--- src/rtl/reu_pkg.sv ---
// reu_pkg: transfer-type codes and sequencer state encoding shared by the REU DMA sequencer.
package reu_pkg;
    localparam logic [1:0] XFER_STASH  = 2'b00;
    localparam logic [1:0] XFER_FETCH  = 2'b01;
    localparam logic [1:0] XFER_SWAP   = 2'b10;
    localparam logic [1:0] XFER_VERIFY = 2'b11;

    typedef enum logic [3:0] {
        IDLE, SETUP, C64RD, C64WR, RAMRD, RAMWR, CMP, STEP, END
    } SeqState;
endpackage

--- src/rtl/reu_dma_seq_if.sv ---
// reu_dma_seq_if: register-block, C64-bus and SDRAM signals of the REU DMA sequencer.
// master is the sequencer side, slave is the surrounding system.
interface reu_dma_seq_if;
    logic       Execute;
    logic [1:0] XferType;
    logic       Length1;
    logic       BA;
    logic [7:0] C64DIn;
    logic [7:0] RAMDIn;
    logic       RAMAck;
    logic       DMA;
    logic       C64WE;
    logic [7:0] C64DOut;
    logic       RAMRD;
    logic       RAMWR;
    logic [7:0] RAMDOut;
    logic       IncCA;
    logic       IncREUA;
    logic       DecLen;
    logic       XferEnd;
    logic       SetEndOfBlock;
    logic       SetVerifyErr;
    logic       Busy;

    modport master (
        input  Execute, XferType, Length1, BA, C64DIn, RAMDIn, RAMAck,
        output DMA, C64WE, C64DOut, RAMRD, RAMWR, RAMDOut,
        output IncCA, IncREUA, DecLen, XferEnd, SetEndOfBlock, SetVerifyErr, Busy
    );

    modport slave (
        output Execute, XferType, Length1, BA, C64DIn, RAMDIn, RAMAck,
        input  DMA, C64WE, C64DOut, RAMRD, RAMWR, RAMDOut,
        input  IncCA, IncREUA, DecLen, XferEnd, SetEndOfBlock, SetVerifyErr, Busy
    );
endinterface

--- src/rtl/reu_dma_seq.sv ---
// reu_dma_seq: REU DMA sequencer moving bytes between the C64 bus and REU RAM, clocked on falling PHI2.
// Define REU_SWAP_EN to build the swap transfer; otherwise a swap request ends immediately.
module reu_dma_seq
    import reu_pkg::*;
#(
    parameter int DMA_SETUP = 1
) (
    input logic PHI2,
    input logic Reset,
    reu_dma_seq_if.master bus
);
    SeqState    state, nextState;
    logic [1:0] xferType;
    logic [2:0] setupCnt;
    logic [7:0] bufA, bufB;
    logic       err, c64Wr, mismatch;

    function automatic SeqState firstAccess(input logic [1:0] t);
`ifdef REU_SWAP_EN
        return t == XFER_FETCH ? RAMRD : C64RD;
`else
        return t == XFER_FETCH ? RAMRD : t == XFER_SWAP ? END : C64RD;
`endif
    endfunction

    always_comb begin
        nextState = state;
        case (state)
            IDLE:    nextState = bus.Execute ? SETUP : IDLE;
            SETUP:   nextState = setupCnt == 3'd1 ? firstAccess(xferType) : SETUP;
            C64RD:   if (bus.BA) nextState = xferType == XFER_STASH ? RAMWR : RAMRD;
            C64WR:   if (bus.BA) nextState = xferType == XFER_FETCH ? STEP : RAMWR;
            RAMRD:   if (bus.RAMAck) nextState = xferType == XFER_VERIFY ? CMP : C64WR;
            RAMWR:   if (bus.RAMAck) nextState = STEP;
            CMP:     nextState = STEP;
            STEP:    nextState = (bus.Length1 || err) ? END : firstAccess(xferType);
            default: nextState = IDLE;
        endcase
    end

    // Compare against the byte arriving now so the mismatch pulse lines up with CMP.
    assign mismatch = nextState == CMP && bufA != bus.RAMDIn;

    always_ff @(negedge PHI2 or posedge Reset) begin
        if (Reset) begin
            state             <= IDLE;
            xferType          <= XFER_STASH;
            setupCnt          <= '0;
            bufA              <= '0;
            bufB              <= '0;
            err               <= 1'b0;
            c64Wr             <= 1'b0;
            bus.DMA           <= 1'b0;
            bus.Busy          <= 1'b0;
            bus.RAMRD         <= 1'b0;
            bus.RAMWR         <= 1'b0;
            bus.IncCA         <= 1'b0;
            bus.IncREUA       <= 1'b0;
            bus.DecLen        <= 1'b0;
            bus.XferEnd       <= 1'b0;
            bus.SetEndOfBlock <= 1'b0;
            bus.SetVerifyErr  <= 1'b0;
        end else begin
            state <= nextState;
            if (state == IDLE && bus.Execute) begin
                xferType <= bus.XferType;
                setupCnt <= 3'(DMA_SETUP);
            end else if (state == SETUP) setupCnt <= setupCnt - 3'd1;
            if (state == C64RD && bus.BA) bufA <= bus.C64DIn;
            if (state == RAMRD && bus.RAMAck) bufB <= bus.RAMDIn;
            err               <= state == END ? 1'b0 : err | mismatch;
            c64Wr             <= nextState == C64WR;
            bus.DMA           <= nextState != IDLE;
            bus.Busy          <= nextState != IDLE;
            bus.RAMRD         <= nextState == RAMRD;
            bus.RAMWR         <= nextState == RAMWR;
            bus.IncCA         <= nextState == STEP;
            bus.IncREUA       <= nextState == STEP;
            bus.DecLen        <= nextState == STEP;
            bus.SetEndOfBlock <= nextState == STEP && bus.Length1;
            bus.SetVerifyErr  <= mismatch;
            bus.XferEnd       <= nextState == END;
        end
    end

    assign bus.C64WE   = c64Wr & bus.BA;
    assign bus.C64DOut = bufB;
    assign bus.RAMDOut = bufA;
endmodule

--- src/flat_wrapper.sv ---
// flat-port wrapper written by rule: the top's interface ports become plain ports
module reu_dma_seq_flat import reu_pkg::*;
#(
    parameter int DMA_SETUP = 1
)
  (PHI2, Reset, bus_Execute, bus_XferType, bus_Length1, bus_BA, bus_C64DIn, bus_RAMDIn, bus_RAMAck, bus_DMA, bus_C64WE, bus_C64DOut, bus_RAMRD, bus_RAMWR, bus_RAMDOut, bus_IncCA, bus_IncREUA, bus_DecLen, bus_XferEnd, bus_SetEndOfBlock, bus_SetVerifyErr, bus_Busy);
  reu_dma_seq_if bus_i ();
  input logic PHI2;
  input logic Reset;
  input wire logic [$bits(bus_i.Execute)-1:0] bus_Execute;
  input wire logic [$bits(bus_i.XferType)-1:0] bus_XferType;
  input wire logic [$bits(bus_i.Length1)-1:0] bus_Length1;
  input wire logic [$bits(bus_i.BA)-1:0] bus_BA;
  input wire logic [$bits(bus_i.C64DIn)-1:0] bus_C64DIn;
  input wire logic [$bits(bus_i.RAMDIn)-1:0] bus_RAMDIn;
  input wire logic [$bits(bus_i.RAMAck)-1:0] bus_RAMAck;
  output wire logic [$bits(bus_i.DMA)-1:0] bus_DMA;
  output wire logic [$bits(bus_i.C64WE)-1:0] bus_C64WE;
  output wire logic [$bits(bus_i.C64DOut)-1:0] bus_C64DOut;
  output wire logic [$bits(bus_i.RAMRD)-1:0] bus_RAMRD;
  output wire logic [$bits(bus_i.RAMWR)-1:0] bus_RAMWR;
  output wire logic [$bits(bus_i.RAMDOut)-1:0] bus_RAMDOut;
  output wire logic [$bits(bus_i.IncCA)-1:0] bus_IncCA;
  output wire logic [$bits(bus_i.IncREUA)-1:0] bus_IncREUA;
  output wire logic [$bits(bus_i.DecLen)-1:0] bus_DecLen;
  output wire logic [$bits(bus_i.XferEnd)-1:0] bus_XferEnd;
  output wire logic [$bits(bus_i.SetEndOfBlock)-1:0] bus_SetEndOfBlock;
  output wire logic [$bits(bus_i.SetVerifyErr)-1:0] bus_SetVerifyErr;
  output wire logic [$bits(bus_i.Busy)-1:0] bus_Busy;
  assign bus_i.Execute = bus_Execute;
  assign bus_i.XferType = bus_XferType;
  assign bus_i.Length1 = bus_Length1;
  assign bus_i.BA = bus_BA;
  assign bus_i.C64DIn = bus_C64DIn;
  assign bus_i.RAMDIn = bus_RAMDIn;
  assign bus_i.RAMAck = bus_RAMAck;
  assign bus_DMA = bus_i.DMA;
  assign bus_C64WE = bus_i.C64WE;
  assign bus_C64DOut = bus_i.C64DOut;
  assign bus_RAMRD = bus_i.RAMRD;
  assign bus_RAMWR = bus_i.RAMWR;
  assign bus_RAMDOut = bus_i.RAMDOut;
  assign bus_IncCA = bus_i.IncCA;
  assign bus_IncREUA = bus_i.IncREUA;
  assign bus_DecLen = bus_i.DecLen;
  assign bus_XferEnd = bus_i.XferEnd;
  assign bus_SetEndOfBlock = bus_i.SetEndOfBlock;
  assign bus_SetVerifyErr = bus_i.SetVerifyErr;
  assign bus_Busy = bus_i.Busy;
  reu_dma_seq #(.DMA_SETUP(DMA_SETUP)) u_core (.PHI2(PHI2), .Reset(Reset), .bus(bus_i));
endmodule
--- config.mk ---
export PLATFORM = sky130hd
export DESIGN_NAME = reu_dma_seq_flat
export DESIGN_NICKNAME = d
export VERILOG_FILES = /design/src/rtl/reu_pkg.sv /design/src/rtl/reu_dma_seq_if.sv /design/src/rtl/reu_dma_seq.sv /design/src/flat_wrapper.sv
export SDC_FILE = /design/constraint.sdc
export NUM_CORES = 1
export LEC_CHECK = 0
export CORE_MARGIN = 3
export CORE_UTILIZATION = 56
export CTS_CLUSTER_SIZE = 28
export DETAILED_ROUTE_END_ITERATION = 8
export DONT_BUFFER_PORTS = 1
export GPL_ROUTABILITY_DRIVEN = 0
export PLACE_DENSITY_LB_ADDON = 0.08
export SYNTH_ARGS = -nofsm -noshare
export SYNTH_HDL_FRONTEND = slang
export SYNTH_SLANG_ARGS = --single-unit
--- constraint.sdc ---
create_clock -name PHI2 -period 2.1 [get_ports PHI2]
set_clock_uncertainty 0.15 [all_clocks]
set_input_delay 0.21 -clock PHI2 [delete_from_list [all_inputs] [get_ports PHI2]]
set_output_delay 0.21 -clock PHI2 [all_outputs]
set_load 0.02 [all_outputs]
==> results of run 1 <==
-- repair_timing --
item | CTS | global route
setup buffers | 2 | 2
gates resized for setup | 9 | 9
hold buffers | 0 | 0
pin swaps | 11 | 7
endpoints found under the setup margin | 32 | 34
-- layout by cell type (no fill, tap or decap), types with 5 or more instances in the layout --
cell type / count
nand2_1: 30
nor2_1: 5
dfrtn_1: 34
buf_4: 20
clkbuf_4: 5
inv_1: 8
mux2_2: 8
xor2_1: 10
ha_1: 6
-- power by group --
group          switching [W]  leakage, nW  internal (W)
Sequential          0.000449        0.427      0.000952
Clock               0.000217       0.0343      0.000161
Combinational       0.000754        0.538      0.000815
Total                0.00142         1.00       0.00193
-- layout make-up --
type	count	area, sq um	area share [%]
clock inverter	2	12.5	0.610
multi-input combinational	108	840	40.9
sequential	34	851	41.5
inverter	10	37.5	1.83
tap	31	38.8	1.89
timing repair buffer	24	221	10.8
clock buffer	6	51.3	2.50
-- per-layer routing --
layer	vias up	share of wire (%)	track usage (%)
li1	587	-	-
met1	596	41	24.6
met2	49	49	32.8
met3	6	8.5	8.39
met4	0	1.5	7.43
met5	-	0	0
-- final timing paths --
kind                                    startpoint                    end  slack [ns]  cells after the start
min in group asynchronous                    Reset  u_core.bus.RAMDOut[3]        0.59                      2
worst max-delay path              u_core.bus.IncCA            bus_IncREUA       -0.22                      1
max in group asynchronous                    Reset     u_core.setupCnt[1]        1.00                      2
worst max register to register     u_core.state[2]         u_core.bus.DMA       -0.01                      6
worst min-delay path            u_core.setupCnt[2]     u_core.setupCnt[2]        0.37                      2
worst min register to register  u_core.setupCnt[2]     u_core.setupCnt[2]        0.37                      2
-- tightest hold or removal path, cell delays in order, from the launching register on --
cell and delay [ns]:
dfrtn_1 0.44, xor2_1 0.08, nor2_1 0.08
-- cell families (layout without fill, tap and decap cells) --
group                      after synthesis  count (layout)
and+or+nand+nor                         68              68
muxes                                    8               8
adders and majority gates                6               6
DFF                                     34              34
xor gates and xnor gates                11              11
AOI/OAI and AO/OA                       15              15
buffers and inverters                   18              42
-- metrics by stage --
stage,setup TNS (ns),area (sq um),hold WS [ns],cells
2_1_floorplan,-1.65,1730,0.304,160
3_3_place_gp,-2.98,1910,0.335,204
3_5_place_dp,-3.11,1910,0.344,204
4_1_cts,-5.42,2010,0.348,214
5_1_grt,-6.05,2050,0.385,215
6_report,-4.99,2050,0.367,215
-- registers in the layout, indices dropped and copies added (netlist names) --
signal and flops:
u_core.err 1, u_core.bus.SetEndOfBlock 1, u_core.bus.SetVerifyErr 1, u_core.state 4, u_core.bus.C64DOut 8, u_core.bus.RAMDOut 8
u_core.setupCnt 3, u_core.bus.RAMWR 1, u_core.c64Wr 1, u_core.bus.DMA 1, u_core.bus.IncCA 1, u_core.bus.RAMRD 1
u_core.xferType 2, u_core.bus.XferEnd 1
==> metrics, run 1 <==
synth cell count leaders dfrtn_1 (34), nand2_1 (31), xor2_1 (10), inv_1 (8), mux2_2 (8); total CTS buffers 5; Crit path required time 1.74 ns; Synth Area in XOR/XNOR 5.62%; ys flop type dfrtn_1; CTS tree yes; Syn Nets 190; Max-slew headroom 77.2%; compound-cell area share of the yosys netlist 7.66%; initial antenna violation count 0; crit end category primary output; DRC 0; top post-synthesis cells by area dfrtn_1 (50%), nand2_1 (6.8%), mux2_2 (5.3%), xor2_1 (5.1%), ha_1 (4.4%); Sink Count 34; largest family of logic cells by synthesized area simple AND/OR/NAND/NOR gates; placed wire-length estimate 2610 um; vias per cell 5.76; Die X 61.3 um; GRT Total Usage 20.4%; Final Worst Setup Slack -0.221 ns; Pwr Density 1630 nW/um^2; failing checks negative setup slack; max_cap viols 0; CP top delay family flip-flops; wire per inst 16.3 um; Max IR drop VDD 0.839 mV; die height 61.3 um; nets@finish 213; min-delay worst type register to register; crit start category register; Buffers on Ports 0; clk buf depth 2; crit path kind register to primary output; Post-synth EDFFs 0; Skew-Pair Late Insertion Delay 0.32 ns; core box area 2830 sq um; DRT iter0 DRCs 47; post-synthesis sequential area ratio 49.6%; layout cells sized above 1 36.4%; first-pass GRT wire length 5490 um; clock slew seen by the registers of the worst setup and hold paths 0.07 ns; H-tree depth 2; Overall Power 0.00335 W; n_diodes 0; DP Worst Slack -0.476 ns; worst-path cell chain buf_12; RSZ-0062 raised after global routing yes; synthesized flop and latch total 34; num rows 19; Slew @ Worst Pin 0.339 ns; TritonRoute pass-1 iters 4; Post-Synthesis Cells 160; final number of hold-violating endpoints 0; Initial Util 60.6%; ANT nets after route 0; Worst Path Buf+Inv 1; Vias 1238; fin util 72.5%; Synth cell types 43; Async SR Flop Fraction 100%; Overflow after GRT 0; Post-Synth Adder-Cell Area 4.38%; synthesized cell area 1710 sq um; proportion of synthesized area in mux cells 5.26%; yosys warns 0; Die Area 3760 sq um; outcome complete, but fails checks; Avg Cell Area, Syn 10.7 sq um; Pins Over Slew Limit 0; clk root buf clkbuf_4; # fillers 200; Worst path slowest cell dfrtn_1; P_leak 1.00 nW; most numerous cell in the Yosys netlist dfrtn_1; top-area cell type share of the netlist area 49.6%; CP arrival 1.96 ns; Simple-Gate Fraction of Synth Area 22.0%; Routed WL 3510 um; area leader, netlist dfrtn_1; Setup violations, final 29; # IOs 51; CP max FO 3; largest net degree at the start of global routing 35; synthesis-to-layout area growth 19.7%; vias in the first global route 1233; max incr delay on CP 0.44 ns
Power figures use the tool's default switching activity.
==> run 2, diff against run 1 <==
CELL_PAD_IN_SITES_DETAIL_PLACEMENT = 0   (was unset)
CELL_PAD_IN_SITES_GLOBAL_PLACEMENT = 1   (was unset)
CORE_UTILIZATION = 42   (was 56)
==> run 2 against run 1 <==
Net effect:
- the flow still finishes with violations (negative setup slack)
- design area grew 5.1%
- sequential share of layout area fell by 2.0 points
- clock-buffer cell count shrank 1
- cell count rose by 8.4%
- die area increased by 30%
- worst setup slack better by 0.036 ns
- critical path depth did not move
- sequential power hardly changed
- flip-flop and latch count unchanged
- largest power group unchanged
==> metrics, run 2 (synthesis gave the netlist of run 1 again) <==
crit start category register; Sink Count 34; Worst Path Buf+Inv 1; Max IR drop VDD 0.839 mV; # fillers 324; max_cap viols 0; H-tree depth 2; CP max FO 2; Initial Util 45.1%; reg-to-reg setup timing slack -0.01 ns; RSZ-0062 raised after global routing yes; Setup violations, final 30; design area 2160 sq um; Slew @ Worst Pin 0.340 ns; GR Util met1 17.7%; placed wire-length estimate 2730 um; DRT iter0 DRCs 31; outcome complete, but fails checks; vias in the first global route 1267; Reg power frac 37.8%; clock slew seen by the registers of the worst setup and hold paths 0.05 ns; crit path kind register to primary output; Max-slew headroom 77.1%; initial antenna violation count 0; layout cells sized above 1 36.8%; Pwr Density 1720 nW/um^2; Vias 1198; Multi-input gate area 841 sq um; clock share of power 19.4%; Switch Pwr 0.00145 W; largest net degree at the start of global routing 35; sw frac 39.0%; Skew-Pair Late Insertion Delay 0.29 ns; ANT nets after route 0; die height 69.9 um; num rows 22; TNS Setup -3.96 ns; Crit path required time 1.74 ns; hold depth 2; Seq. cell area 851 sq um; CP arrival 1.93 ns; met2 track demand over resource 26.8%; most common cell after layout, fill and taps aside dfrtn_1; gr busiest metal met2; RR Startpoint u_core.state[1]; clk buf depth 2; min-delay worst type register to register; Die X 69.9 um; Routed WL 3620 um; P_leak 1.04 nW; worst-path cell chain buf_12; critical hold path startpoint u_core.setupCnt[2]; Final Worst Setup Slack -0.185 ns; Post-Place Cell Area 1940 sq um; combinational power share 42.8%; grt met3 use 5.47%; TritonRoute pass-1 iters 4; n_diodes 0; clk root buf clkbuf_8; max incr delay on CP 0.45 ns; Hold Path End u_core.setupCnt[2]; Pint 0.00227 W; DRC 0; Pins Over Slew Limit 0; path depth of the worst reg2reg path 7; Buffers on Ports 0; CP top delay family flip-flops; first-pass GRT wire length 5870 um; vias per cell 5.14; nets@finish 214; failing checks negative setup slack; CTS Hold Buffers Added 0; synthesis-to-layout area growth 25.8%; reg2reg end u_core.bus.DMA; total CTS buffers 5; Overflow after GRT 0; wire per inst 15.5 um; GRT Total Usage 15.5%; Worst path slowest cell dfrtn_1; CTS tree yes; # IOs 51; crit end category primary output; Die Area 4880 sq um; commonest non-fill, non-tap cells in the layout dfrtn_1 (34), nand2_1 (30), buf_4 (21); core box area 3800 sq um; final number of hold-violating endpoints 0
[run 2: repair_timing]
action,CTS,global route
pin swaps,12,7
endpoints found under the setup margin,32,34
resized for setup,10,7
setup buffers,2,1
hold endpoints to repair,0,0
[run 2: area by class of cell]
| class | instances | share of cell area [%] |
|---|---|---|
| timing repair buffer | 25 | 10.6 |
| clock inverter | 3 | 3.19 |
| multi-input combinational | 108 | 39.0 |
| clock buffer | 5 | 3.19 |
| sequential | 34 | 39.5 |
| inverter | 10 | 1.74 |
| tap | 48 | 2.79 |
[run 2: metal layers]
| layer | routed length [um] | vias to the layer above |
|---|---|---|
| met5 | 0 | - |
| met4 | 49 | 0 |
| met3 | 292 | 7 |
| met2 | 1810 | 36 |
| met1 | 1460 | 573 |
| li1 | - | 582 |
[run 2: metrics by stage]
stage | setup slack [ns] | utilization (%) | instances | power (W) | hold WS [ns]
after floorplan | -0.458 | - | 160 | 0.00232 | 0.304
after global placement | -0.426 | 51.1 | 223 | 0.00282 | 0.341
after detailed placement | -0.476 | 51.1 | 223 | 0.00286 | 0.359
after CTS | -0.199 | 55.7 | 232 | 0.00366 | 0.361
after global routing | -0.212 | 56.8 | 233 | 0.00398 | 0.402
final | -0.185 | 56.8 | 233 | 0.00372 | 0.368
[run 2: worst max-delay path by stage]
stage / startpoint / end / slack [ns] / cells after the start
6_report: u_core.bus.DMA / bus_DMA / -0.19 / 1
5_1_grt: u_core.bus.DMA / bus_DMA / -0.21 / 1
4_1_cts: u_core.bus.DMA / bus_DMA / -0.20 / 1
3_5_place_dp: bus_Length1 / u_core.bus.DMA / -0.48 / 3
3_3_place_gp: bus_RAMAck / u_core.bus.DMA / -0.43 / 5
2_1_floorplan: bus_BA / u_core.bus.DMA / -0.46 / 5
[run 2: power by group through the flow]
stage | sequential, W | combinational [W] | clock [W]
2_1_floorplan | 0.00134 | 0.000980 | 0
3_3_place_gp | 0.00141 | 0.00141 | 0
3_5_place_dp | 0.00142 | 0.00144 | 0
4_1_cts | 0.00141 | 0.00151 | 0.000738
5_1_grt | 0.00145 | 0.00176 | 0.000768
6_report | 0.00141 | 0.00159 | 0.000721
